**config.mk**
```make
export PLATFORM = sky130hd
export DESIGN_NAME = async_req_sync_rx
export DESIGN_NICKNAME = d
export VERILOG_FILES = /design/src/rtl/async_req_sync_rx.sv
export SDC_FILE = /design/constraint.sdc
export NUM_CORES = 1
export LEC_CHECK = 0
export CAP_MARGIN = 0
export CORE_MARGIN = 1.5
export CORE_UTILIZATION = 45
export CTS_CLUSTER_SIZE = 12
export DETAILED_ROUTE_END_ITERATION = 16
export HOLD_SLACK_MARGIN = 0.12
export PLACE_DENSITY = 0.65
export SKIP_CTS_REPAIR_TIMING = 1
export SLEW_MARGIN = 20
export SYNTH_ARGS = -nofsm -noshare
export SYNTH_HDL_FRONTEND = slang
export SYNTH_SLANG_ARGS = --single-unit
```
**constraint.sdc**
```tcl
create_clock -name clk -period 8.45 [get_ports clk]
set_clock_uncertainty 0.15 [all_clocks]
set_input_delay 1.69 -clock clk [delete_from_list [all_inputs] [get_ports clk]]
set_output_delay 1.69 -clock clk [all_outputs]
set_load 0.02 [all_outputs]
```
**src/rtl/async_req_sync_rx.sv**
```systemverilog
// async_req_sync_rx
// Receives two-phase bundled-data requests from an asynchronous pipeline
// stage. It synchronizes inR into the clk domain, stores inData in a small
// FIFO, returns a two-phase acknowledge on outA, and presents a show-ahead
// valid/ready stream with a registered head word.
//
// Build option: define ASYNC_RX_SYNC3_EN to lengthen the request
// synchronizer from 2 to 3 flops. Every request latency grows by one edge.
module async_req_sync_rx #(
    parameter int DATA_WIDTH = 32,
    parameter int DEPTH      = 4
) (
    input  logic                    clk,
    input  logic                    rst,
    input  logic                    inR,
    input  logic [DATA_WIDTH-1:0]   inData,
    output logic                    outA,
    output logic                    dout_valid,
    input  logic                    dout_ready,
    output logic [DATA_WIDTH-1:0]   dout,
    output logic [$clog2(DEPTH):0]  fifo_count
);

    localparam int PTR_W = $clog2(DEPTH);
    localparam int CNT_W = PTR_W + 1;

    localparam logic [PTR_W-1:0] PTR_ONE  = PTR_W'(1'b1);
    localparam logic [CNT_W-1:0] CNT_ZERO = CNT_W'(1'b0);
    localparam logic [CNT_W-1:0] CNT_ONE  = CNT_W'(1'b1);
    localparam logic [CNT_W-1:0] CNT_FULL = CNT_W'(DEPTH);

    // Request synchronizer chain; the last stage is the clk-domain request phase.
    (* ASYNC_REG = "TRUE", dont_touch = "true" *) logic s1_q;
    (* ASYNC_REG = "TRUE", dont_touch = "true" *) logic s2_q;
    logic req_sync_s;

`ifdef ASYNC_RX_SYNC3_EN
    (* ASYNC_REG = "TRUE", dont_touch = "true" *) logic s3_q;

    // Three-stage synchronizer for high-frequency clk targets.
    always_ff @(posedge clk or posedge rst) begin
        if (rst) begin
            s1_q <= 1'b0;
            s2_q <= 1'b0;
            s3_q <= 1'b0;
        end else begin
            s1_q <= inR;
            s2_q <= s1_q;
            s3_q <= s2_q;
        end
    end

    assign req_sync_s = s3_q;
`else
    // Two-stage synchronizer.
    always_ff @(posedge clk or posedge rst) begin
        if (rst) begin
            s1_q <= 1'b0;
            s2_q <= 1'b0;
        end else begin
            s1_q <= inR;
            s2_q <= s1_q;
        end
    end

    assign req_sync_s = s2_q;
`endif

    // Phase, pointers, occupancy and the registered head view.
    logic                  req_seen_q, req_seen_d;
    logic [PTR_W-1:0]      wr_ptr_q,   wr_ptr_d;
    logic [PTR_W-1:0]      rd_ptr_q,   rd_ptr_d;
    logic [CNT_W-1:0]      count_q,    count_d;
    logic                  dout_valid_q, dout_valid_d;
    logic [DATA_WIDTH-1:0] dout_q,     dout_d;
    logic [DATA_WIDTH-1:0] mem_q [DEPTH];

    logic pending_s;
    logic push_s;
    logic pop_s;

    // Next-state logic: accept a pending request when there is room, pop on
    // handshake, and refresh the head view from entries written before this edge.
    always_comb begin
        pending_s  = req_sync_s ^ req_seen_q;
        // Full gating uses the pre-edge count, so a pop at full never makes
        // room for a push in the same cycle.
        push_s     = pending_s && (count_q < CNT_FULL);
        pop_s      = dout_valid_q && dout_ready;

        req_seen_d = req_seen_q;
        wr_ptr_d   = wr_ptr_q;
        rd_ptr_d   = rd_ptr_q;
        count_d    = count_q;

        if (push_s) begin
            req_seen_d = ~req_seen_q;
            wr_ptr_d   = wr_ptr_q + PTR_ONE;
        end else begin
            req_seen_d = req_seen_q;
            wr_ptr_d   = wr_ptr_q;
        end

        if (pop_s) begin
            rd_ptr_d = rd_ptr_q + PTR_ONE;
        end else begin
            rd_ptr_d = rd_ptr_q;
        end

        case ({push_s, pop_s})
            2'b10:   count_d = count_q + CNT_ONE;
            2'b01:   count_d = count_q - CNT_ONE;
            default: count_d = count_q;
        endcase

        // Only words already committed before this edge can become the head,
        // so a push into an empty FIFO appears one edge later (no bypass).
        if (pop_s) begin
            dout_valid_d = (count_q > CNT_ONE);
        end else begin
            dout_valid_d = (count_q != CNT_ZERO);
        end

        if (dout_valid_d) begin
            dout_d = mem_q[rd_ptr_d];
        end else begin
            dout_d = dout_q;
        end
    end

    // Control and head-view state registers.
    always_ff @(posedge clk or posedge rst) begin
        if (rst) begin
            req_seen_q   <= 1'b0;
            wr_ptr_q     <= {PTR_W{1'b0}};
            rd_ptr_q     <= {PTR_W{1'b0}};
            count_q      <= {CNT_W{1'b0}};
            dout_valid_q <= 1'b0;
            dout_q       <= {DATA_WIDTH{1'b0}};
        end else begin
            req_seen_q   <= req_seen_d;
            wr_ptr_q     <= wr_ptr_d;
            rd_ptr_q     <= rd_ptr_d;
            count_q      <= count_d;
            dout_valid_q <= dout_valid_d;
            dout_q       <= dout_d;
        end
    end

    // FIFO storage; inData is sampled only on the push edge.
    always_ff @(posedge clk or posedge rst) begin
        if (rst) begin
            mem_q <= '{default: {DATA_WIDTH{1'b0}}};
        end else if (push_s) begin
            mem_q[wr_ptr_q] <= inData;
        end else begin
            mem_q <= mem_q;
        end
    end

    assign outA       = req_seen_q;
    assign dout_valid = dout_valid_q;
    assign dout       = dout_q;
    assign fifo_count = count_q;

endmodule

```
==> results of run 1 <==
[final cells by class]
class | count | area [um2] | area share
well taps | 225 | 281.5 | 0.03046
clock inverters | 11 | 143.9 | 0.01557
clock buffers | 21 | 460.4 | 0.04982
repair buffers | 75 | 743.2 | 0.08041
inverters | 10 | 42.54 | 0.004603
multi-input cells | 327 | 3291 | 0.3560
flip-flops and latches | 171 | 4280 | 0.4631
[power groups by stage]
stage	sequential [mW]	combinational (mW)	clock, mW
2_1_floorplan	1.56	1.33	0
3_3_place_gp	1.50	1.82	0
3_5_place_dp	1.52	1.86	0
4_1_cts	1.52	1.88	0.813
5_1_grt	1.58	2.01	0.849
6_report	1.52	1.86	0.802
[kinds of logic (layout without fill, tap and decap cells)]
family	count (synthesis)	count (layout)	synth area share
flip-flops	171	171	0.5474
multiplexers	162	162	0.2883
AO/OA/AOI/OAI	104	104	0.08083
AND/OR/NAND/NOR	45	45	0.02721
buffers and inverters	39	117	0.03313
adder cells (fa/ha/maj)	9	9	0.01440
XOR/XNOR	7	7	0.008803
[path summary, 6_finish.rpt]
path | from | end | slack [ns]
min reg2reg | s1_q | s2_q | 0.21
max in group asynchronous | rst | mem_q[33] | 4.99
min | s1_q | s2_q | 0.21
max reg2reg | dout_valid | dout[5] | 5.78
min in group asynchronous | rst | mem_q[122] | 1.69
max | dout_ready | dout[5] | 4.43
[per-stage QoR]
| step | cell area [um2] | hold slack, ns | cells |
|---|---|---|---|
| final | 9243 | 0.2087 | 840 |
| after global routing | 9243 | 0.2186 | 840 |
| after CTS | 9243 | 0.2135 | 840 |
| after detailed placement | 8638 | 0.1990 | 808 |
| after global placement | 8638 | 0.1892 | 808 |
| after floorplan | 7818 | 0.1812 | 537 |
[critical path: cells and delay by family]
| kind | cells | cell delay [ns] |
|---|---|---|
| compound gates | 3 | 1.15 |
| buf+inv | 3 | 1.20 |
| simple gates | 1 | 0.13 |
[per-layer routing]
metal	share of wire	routed length (um)	global-route usage
met2	0.48	8089	0.3202
met1	0.47	7813	0.2712
met4	0.015	248	0.06392
met3	0.038	642	0.04580
met5	0	0	0
[sequential cells by signal, indices dropped and copies added, names as in the netlist]
name        count
wr_ptr_q        2
rd_ptr_q        2
dout_valid      1
mem_q         128
s2_q            1
dout           32
fifo_count      3
s1_q            1
outA            1
[layout by cell type, fill, tap and decap left out]
cell             instances
a22oi_2                  1
o21ai_1                 15
o22ai_2                  1
nand2_1                 19
o211ai_1                 1
nand3_1                  1
o22ai_1                 16
nand2_4                  4
o22a_1                   1
clkinvlp_4               4
clkinv_2                 3
clkinv_4                 1
ha_1                     9
mux2_4                 120
inv_2                    2
o21ai_0                 19
and3_1                   1
nor2_4                   1
clkdlybuf4s50_1         72
inv_6                    1
nand2b_1                 1
xnor2_4                  1
clkbuf_1                 2
buf_4                    3
o221a_2                  1
inv_1                    7
dfrtp_1                170
mux2i_1                 17
bufinv_16                3
dfrtp_2                  1
a22o_1                   1
a21oi_1                 32
a2bb2oi_1               16
nor2_1                  18
clkbuf_8                 2
clkbuf_16               17
mux2_2                  25
xnor2_1                  6
==> flow_summary.toml, run 1 <==
[run_status]
status = "complete, no violations"

[clock_tree]
path_clk_slew_ns = 0.06
cts.sink_count = 171
numCtsBuffers = 17
clk_latency_ns = 0.43
clk_path_buf_depth = 2
cts_htree_levels = 4
cts_tree = "built"
cts-root-buf = "clkbuf_16"

[timing]
period_share = 0.4762
slew_headroom = 0.2962
hold_viol_final = 0
setup_viol = 0
min_period_ns = 4.024
rsz0062_at_grt = "no"
fmax_mhz = 248.5
setup_tns_ns = 0
worst_pin_slew_ns = 1.056
worst_slack_ns = 4.426
timing.final.max_slew_violations = 0

[worst_setup_path]
cp_max_fo = 33
critical_path.max_stage_delay_ns = 0.83
critPathArrivalTime_ns = 4.19
cp-end-kind = "flop"
start_kind = "primary input"
slowest_stage = "o221a_2"
crit_chain = "clkdlybuf4s50_1 -> nand2_1 -> inv_2 -> o221a_2 -> inv_2 -> o21ai_0 -> o21ai_1"
worstSetupPathType = "primary input to flop"
r2r_cells = 6
required_ns = 8.61
path_common_cell = "inv_2"

[cells_and_area]
layout-drive-gt1-share = 0.3106
diodes = 0
final_nets = 647
postLayoutCoreUtil = 0.5400
fillers = 1393
syn2layout_area_growth_pct = 18.23

[yosys]
synth_top_flop_cell = "dfrtp_1"
synth-seq-cells = 171
syn_inst = 537
synth_cell_types = 31
synth_commonest_cells = "171 x dfrtp_1, 120 x mux2_4, 32 x a21oi_1"
yosysTopAreaCellShare = 0.5474
synth_nets = 582
yosysTopAreaCell = "dfrtp_1"
yosysMostFrequentCell = "dfrtp_1"
synthArstFlopShare = 1.000
synth_edf_count = 0
ys_seq_area_frac = 0.5474
synth.area.top_cells = "dfrtp_1 55%, mux2_4 23%, mux2_2 3.6%"
synth_area_um2 = 7817
yosys_warnings = 0
avgSynthCellArea_um2 = 14.56

[floorplanning]
num_rows = 48
core_area_um2 = 17120
die_area_um2 = 18170
fp.dieW_um = 134.8
dieHeight_um = 134.8
start_util = 0.4567
io_pins = 73

[global_route]
grt_overflow_total = 0
grt_pass1_wl_mm = 27.60
grt_usage = 0.2000
antenna_found_initial = 0
grt_start_max_net_pins = 101
grt_pass1_vias = 4981

[placed_design]
gp_congestion = 0.7972
hpwl_mm = 9.536
port_buffers = 72
place_ws_ns = 4.057

[routing]
drtPass1Iterations = 4
drt_iter0_markers = 218
totalWireLength_mm = 16.80
post-route-drc-count = 0
avgRoutedWirePerCell_um = 19.99
antenna_left = 0
via_count = 4553
drt-vias-per-instance = 5.420

[pwr]
comb_power_share = 0.445
seqPwrFrac = 0.364
ir_drop_mv = 0.2488
p_int_mw = 2.777
power.total_mw = 4.191
p_sw_frac = 0.3374
leakage_nw = 4.343
pwr_density_cell_nw_per_um2 = 453.4
p_clk_frac = 0.191
p_sw_mw = 1.414

[min_path]
hold_path.class = "flop to flop"
holdPathStages = 0

[flow_run]
drv_cap = 0
(Power assumes the default switching activity.)
==> inputs of run 2 (changes only) <==
Clock period 8.45 ns to 3.8 ns, I/O delays scaled along.
==> run 2 against run 1 <==
Against the previous run: critical endpoint is now dout[3]; via count decreased by 1.4%; worst hold slack got worse by 0.010 ns; register-to-register slack got worse by 4.2 ns; power increased by 130%; setup slack got worse by 3.2 ns; sequential power increased by 120%; die area is the same; core utilization up 0.46 points; critical path type unchanged; combinational power increased by 130%.
==> flow_summary.toml, run 2 (synthesized netlist as in run 1, its figures left out) <==
[timing]
fmax_mhz = 394.3
setup_viol = 0
worst_pin_slew_ns = 0.9015
hold_viol_final = 0
timing.final.max_slew_violations = 0
worst_slack_ns = 1.264
period_share = 0.6674
slew_headroom = 0.3990
rsz0062_at_grt = "no"
setup_tns_ns = 0
min_period_ns = 2.536

[placed_design]
hpwl_mm = 9.539
place_area_um2 = 8685
port_buffers = 72
gp_congestion = 0.7318
dp_cells = 811
place_ws_ns = 0.8090

[worst_setup_path]
regToRegStartpoint = "fifo_count[0]"
cp-end-kind = "flop"
cp_max_fo = 33
worstSetupPathType = "primary input to flop"
start_kind = "primary input"
reg2reg_slack_ns = 1.56
r2r-end = "dout[3]"
critPathArrivalTime_ns = 2.73
required_ns = 4.00
r2r_cells = 6

[cells_and_area]
mostFrequentLayoutCells = "170 x dfrtp_1, 120 x mux2_4, 72 x clkdlybuf4s50_1"
finalNonFillerCells = 843
fillers = 1388
largest_register = "mem_q"
multi_input_comb_area_um2 = 3291
syn2layout_area_growth_pct = 19.24
fin_area_um2 = 9321
layout-drive-gt1-share = 0.3155
final_nets = 650
layout.area.seq_um2 = 4280
final_common_cell = "dfrtp_1"
largest_register_ffs = 128
diodes = 0

[floorplanning]
num_rows = 48
dieHeight_um = 134.8
fp.dieW_um = 134.8
io_pins = 73
start_util = 0.4567
core_area_um2 = 17120
die_area_um2 = 18170

[clock_tree]
cts_tree = "built"
numCtsBuffers = 17
path_clk_slew_ns = 0.07
cts-root-buf = "clkbuf_16"
cts.sink_count = 171
cts_htree_levels = 4
clk_latency_ns = 0.43
clk_path_buf_depth = 2

[pwr]
p_sw_mw = 3.176
p_clk_frac = 0.197
p_sw_frac = 0.3351
ir_drop_mv = 0.4719
seqPwrFrac = 0.357
leakage_nw = 4.394
p_int_mw = 6.301
power.total_mw = 9.477
pwr_density_cell_nw_per_um2 = 1017
comb_power_share = 0.446

[run_status]
status = "complete, no violations"

[flow_run]
drv_cap = 0

[global_route]
antenna_found_initial = 0
grt_pass1_wl_mm = 28.01
grt_overflow_total = 0
grt_pass1_vias = 5108
grt_usage = 0.2024
grt_start_max_net_pins = 172

[min_path]
whs_endpoint = "s2_q"
holdPathStages = 0
hold_path.class = "flop to flop"
hp-start = "s1_q"

[routing]
drtPass1Iterations = 4
avgRoutedWirePerCell_um = 20.38
drt_iter0_markers = 279
via_count = 4491
antenna_left = 0
post-route-drc-count = 0
drt-vias-per-instance = 5.327
totalWireLength_mm = 17.18
[run 2: cell count changes in the layout (fill, tap and decap cells not counted)]
cell / change
clkinv_2: +1
clkinvlp_4: -3
buf_12: +2
bufinv_16: +1
clkbuf_8: +1
clkinv_4: +2
inv_6: -1
buf_4: +1
clkbuf_1: -1
[run 2: worst max path at each step]
stage                    start  endpoint  slack, ns
floorplan                  rst   dout[0]       0.71
global placement    dout_ready  dout[13]       0.93
detailed placement  dout_ready  dout[10]       0.81
CTS                 dout_ready  dout[10]       1.26
global route        dout_ready  dout[10]       1.11
finish              dout_ready   dout[3]       1.26
[run 2: final cells by class]
cell class	count	area share
Inverter	10	0.004430
Clock buffer	21	0.05047
Sequential cell	171	0.4592
Clock inverter	11	0.01785
Timing Repair Buffer	78	0.08483
Tap cell	225	0.03020
Multi-Input combinational cell	327	0.3530
[run 2: per-stage QoR]
step	hold WS, ns	utilization
final	0.1988	0.5446
after global routing	0.2170	0.5446
after CTS	0.2008	0.5446
after detailed placement	0.1864	0.5074
after global placement	0.1884	0.5074
after floorplan	0.1812	-
[run 2: layer usage]
metal,routed length [um],global-route usage,vias to the layer above
met4,211,0.07168,0
met1,8012,0.2805,2332
met2,8131,0.3188,96
met5,0,0,-
met3,824,0.04054,16
li1,-,-,2047
[run 2: power by group through the flow]
stage          Sequential [mW]  Clock, mW  Combinational [mW]
2_1_floorplan             3.46          0                2.97
4_1_cts                   3.37       1.90                4.28
6_report                  3.38       1.87                4.23
3_5_place_dp              3.38          0                4.26
5_1_grt                   3.50       1.97                4.56
3_3_place_gp              3.33          0                4.13
[run 2: critical path: stages]
cell and delay [ns]:
clkdlybuf4s50_1 0.46, nand2_1 0.16, inv_2 0.11, o221a_2 0.30, inv_2 0.53, o21ai_0 0.23, o21ai_1 0.18
==> inputs of run 3 (changes only) <==
Clock period 3.8 ns to 2.4 ns, I/O delays scaled along.
==> run 3 against run 2 <==
Against the previous run: sequential share of layout area down 1.3 points; power is 61% higher; critical path depth fell by 6; via count grew 3.2%; sequential cell count unchanged; largest cell class unchanged; highest routed layer unchanged.
==> flow_summary.toml, run 3 (synthesized netlist as in run 1, its figures left out) <==
[timing]
period_share = 0.8937
min_period_ns = 2.145
slew_headroom = 0.5701
rsz0062_at_grt = "no"
worst_pin_slew_ns = 0.6435
hold_viol_final = 0
fmax_mhz = 466.2
setup_viol = 0
worst_slack_ns = 0.2552
timing.final.max_slew_violations = 0

[pwr]
leakage_nw = 4.534
pwr_density_cell_nw_per_um2 = 1591
power.total_mw = 15.25
ir_drop_mv = 0.7852

[floorplanning]
die_area_um2 = 18170
core_area_um2 = 17120
io_pins = 73
start_util = 0.4567
fp.dieW_um = 134.8
num_rows = 48
dieHeight_um = 134.8

[cells_and_area]
largest_register = "mem_q"
mostFrequentLayoutCells = "170 x dfrtp_1, 120 x mux2_4, 72 x clkdlybuf4s50_1"
syn2layout_area_growth_pct = 22.63
finalNonFillerCells = 865
largest_register_ffs = 128
diodes = 0
final_common_cell = "dfrtp_1"
layout-drive-gt1-share = 0.3328
final_nets = 672

[routing]
via_count = 4635
drt_iter0_markers = 237
post-route-drc-count = 0
totalWireLength_mm = 17.23
drt-vias-per-instance = 5.358
avgRoutedWirePerCell_um = 19.91
drtPass1Iterations = 4
antenna_left = 0

[min_path]
hold_path.class = "flop to flop"

[worst_setup_path]
crit_chain = "clkdlybuf4s50_1"
critPathTopFamily = "buffers and inverters"
critPathArrivalTime_ns = 1.51
cp_max_fo = 6
worstSetupPathType = "flop to output pin"
required_ns = 1.77
path_buf_inv = 1
start_kind = "flop"
cp-end-kind = "output pin"
critical_path.max_stage_delay_ns = 0.64
slowest_stage = "clkdlybuf4s50_1"

[clock_tree]
numCtsBuffers = 17
cts_htree_levels = 4
cts-root-buf = "clkbuf_16"
clk_path_buf_depth = 2
clk_latency_ns = 0.42
path_clk_slew_ns = 0.06
cts_tree = "built"
cts.sink_count = 171

[global_route]
grt_pass1_vias = 5170
grt_overflow_total = 0
grt_start_max_net_pins = 39
antenna_found_initial = 0
grt_pass1_wl_mm = 28.30
grt_usage = 0.2033

[placed_design]
gp_congestion = 0.7477
port_buffers = 72
hpwl_mm = 11.20
dp_cells = 833
place_ws_ns = 0.08713

[flow_run]
drv_cap = 0

[run_status]
status = "complete, no violations"
[run 3: stage by stage]
step	cell area [um2]	hold WS (ns)	TNS, ns	util
finish	9587	0.2007	0	0.5601
global route	9587	0.2124	0	0.5601
CTS	9587	0.2063	0	0.5601
detailed placement	8975	0.1918	0	0.5243
global placement	8975	0.1869	0	0.5243
floorplan	7821	0.1812	-70.57	-
[run 3: routing by layer]
layer  global-route usage  wire length [um]  vias up
li1                     -                 -     2092
met1               0.2908              8148     2441
met2               0.3217              8340       95
met3              0.04017               618        7
met4              0.04719               119        0
met5                    0                 0        -
[run 3: path summary, 6_finish.rpt]
check	start	end	slack, ns	cells after the start
max	fifo_count[0]	fifo_count[0]	0.26	1
min	s1_q	s2_q	0.20	0
max reg2reg	outA	mem_q[125]	0.29	5
min reg2reg	s1_q	s2_q	0.20	0
max in group asynchronous	rst	mem_q[86]	1.16	3
min in group asynchronous	rst	mem_q[67]	0.35	2
[run 3: area by class of cell]
| type | count | area (um2) |
|---|---|---|
| repair buffers | 100 | 1081 |
| fillers | 1374 | 7530 |
| clock buffers | 24 | 471.7 |
| well taps | 225 | 281.5 |
| multi-input cells | 327 | 3291 |
| inverters | 10 | 41.29 |
| clock inverters | 8 | 140.1 |
| flip-flops and latches | 171 | 4280 |
[run 3: report_power, final]
part	total [mW]	internal [mW]	switching, mW
clock	2.87	1.79	1.08
sequential	5.42	4.42	0.991
combinational	6.96	3.99	2.97
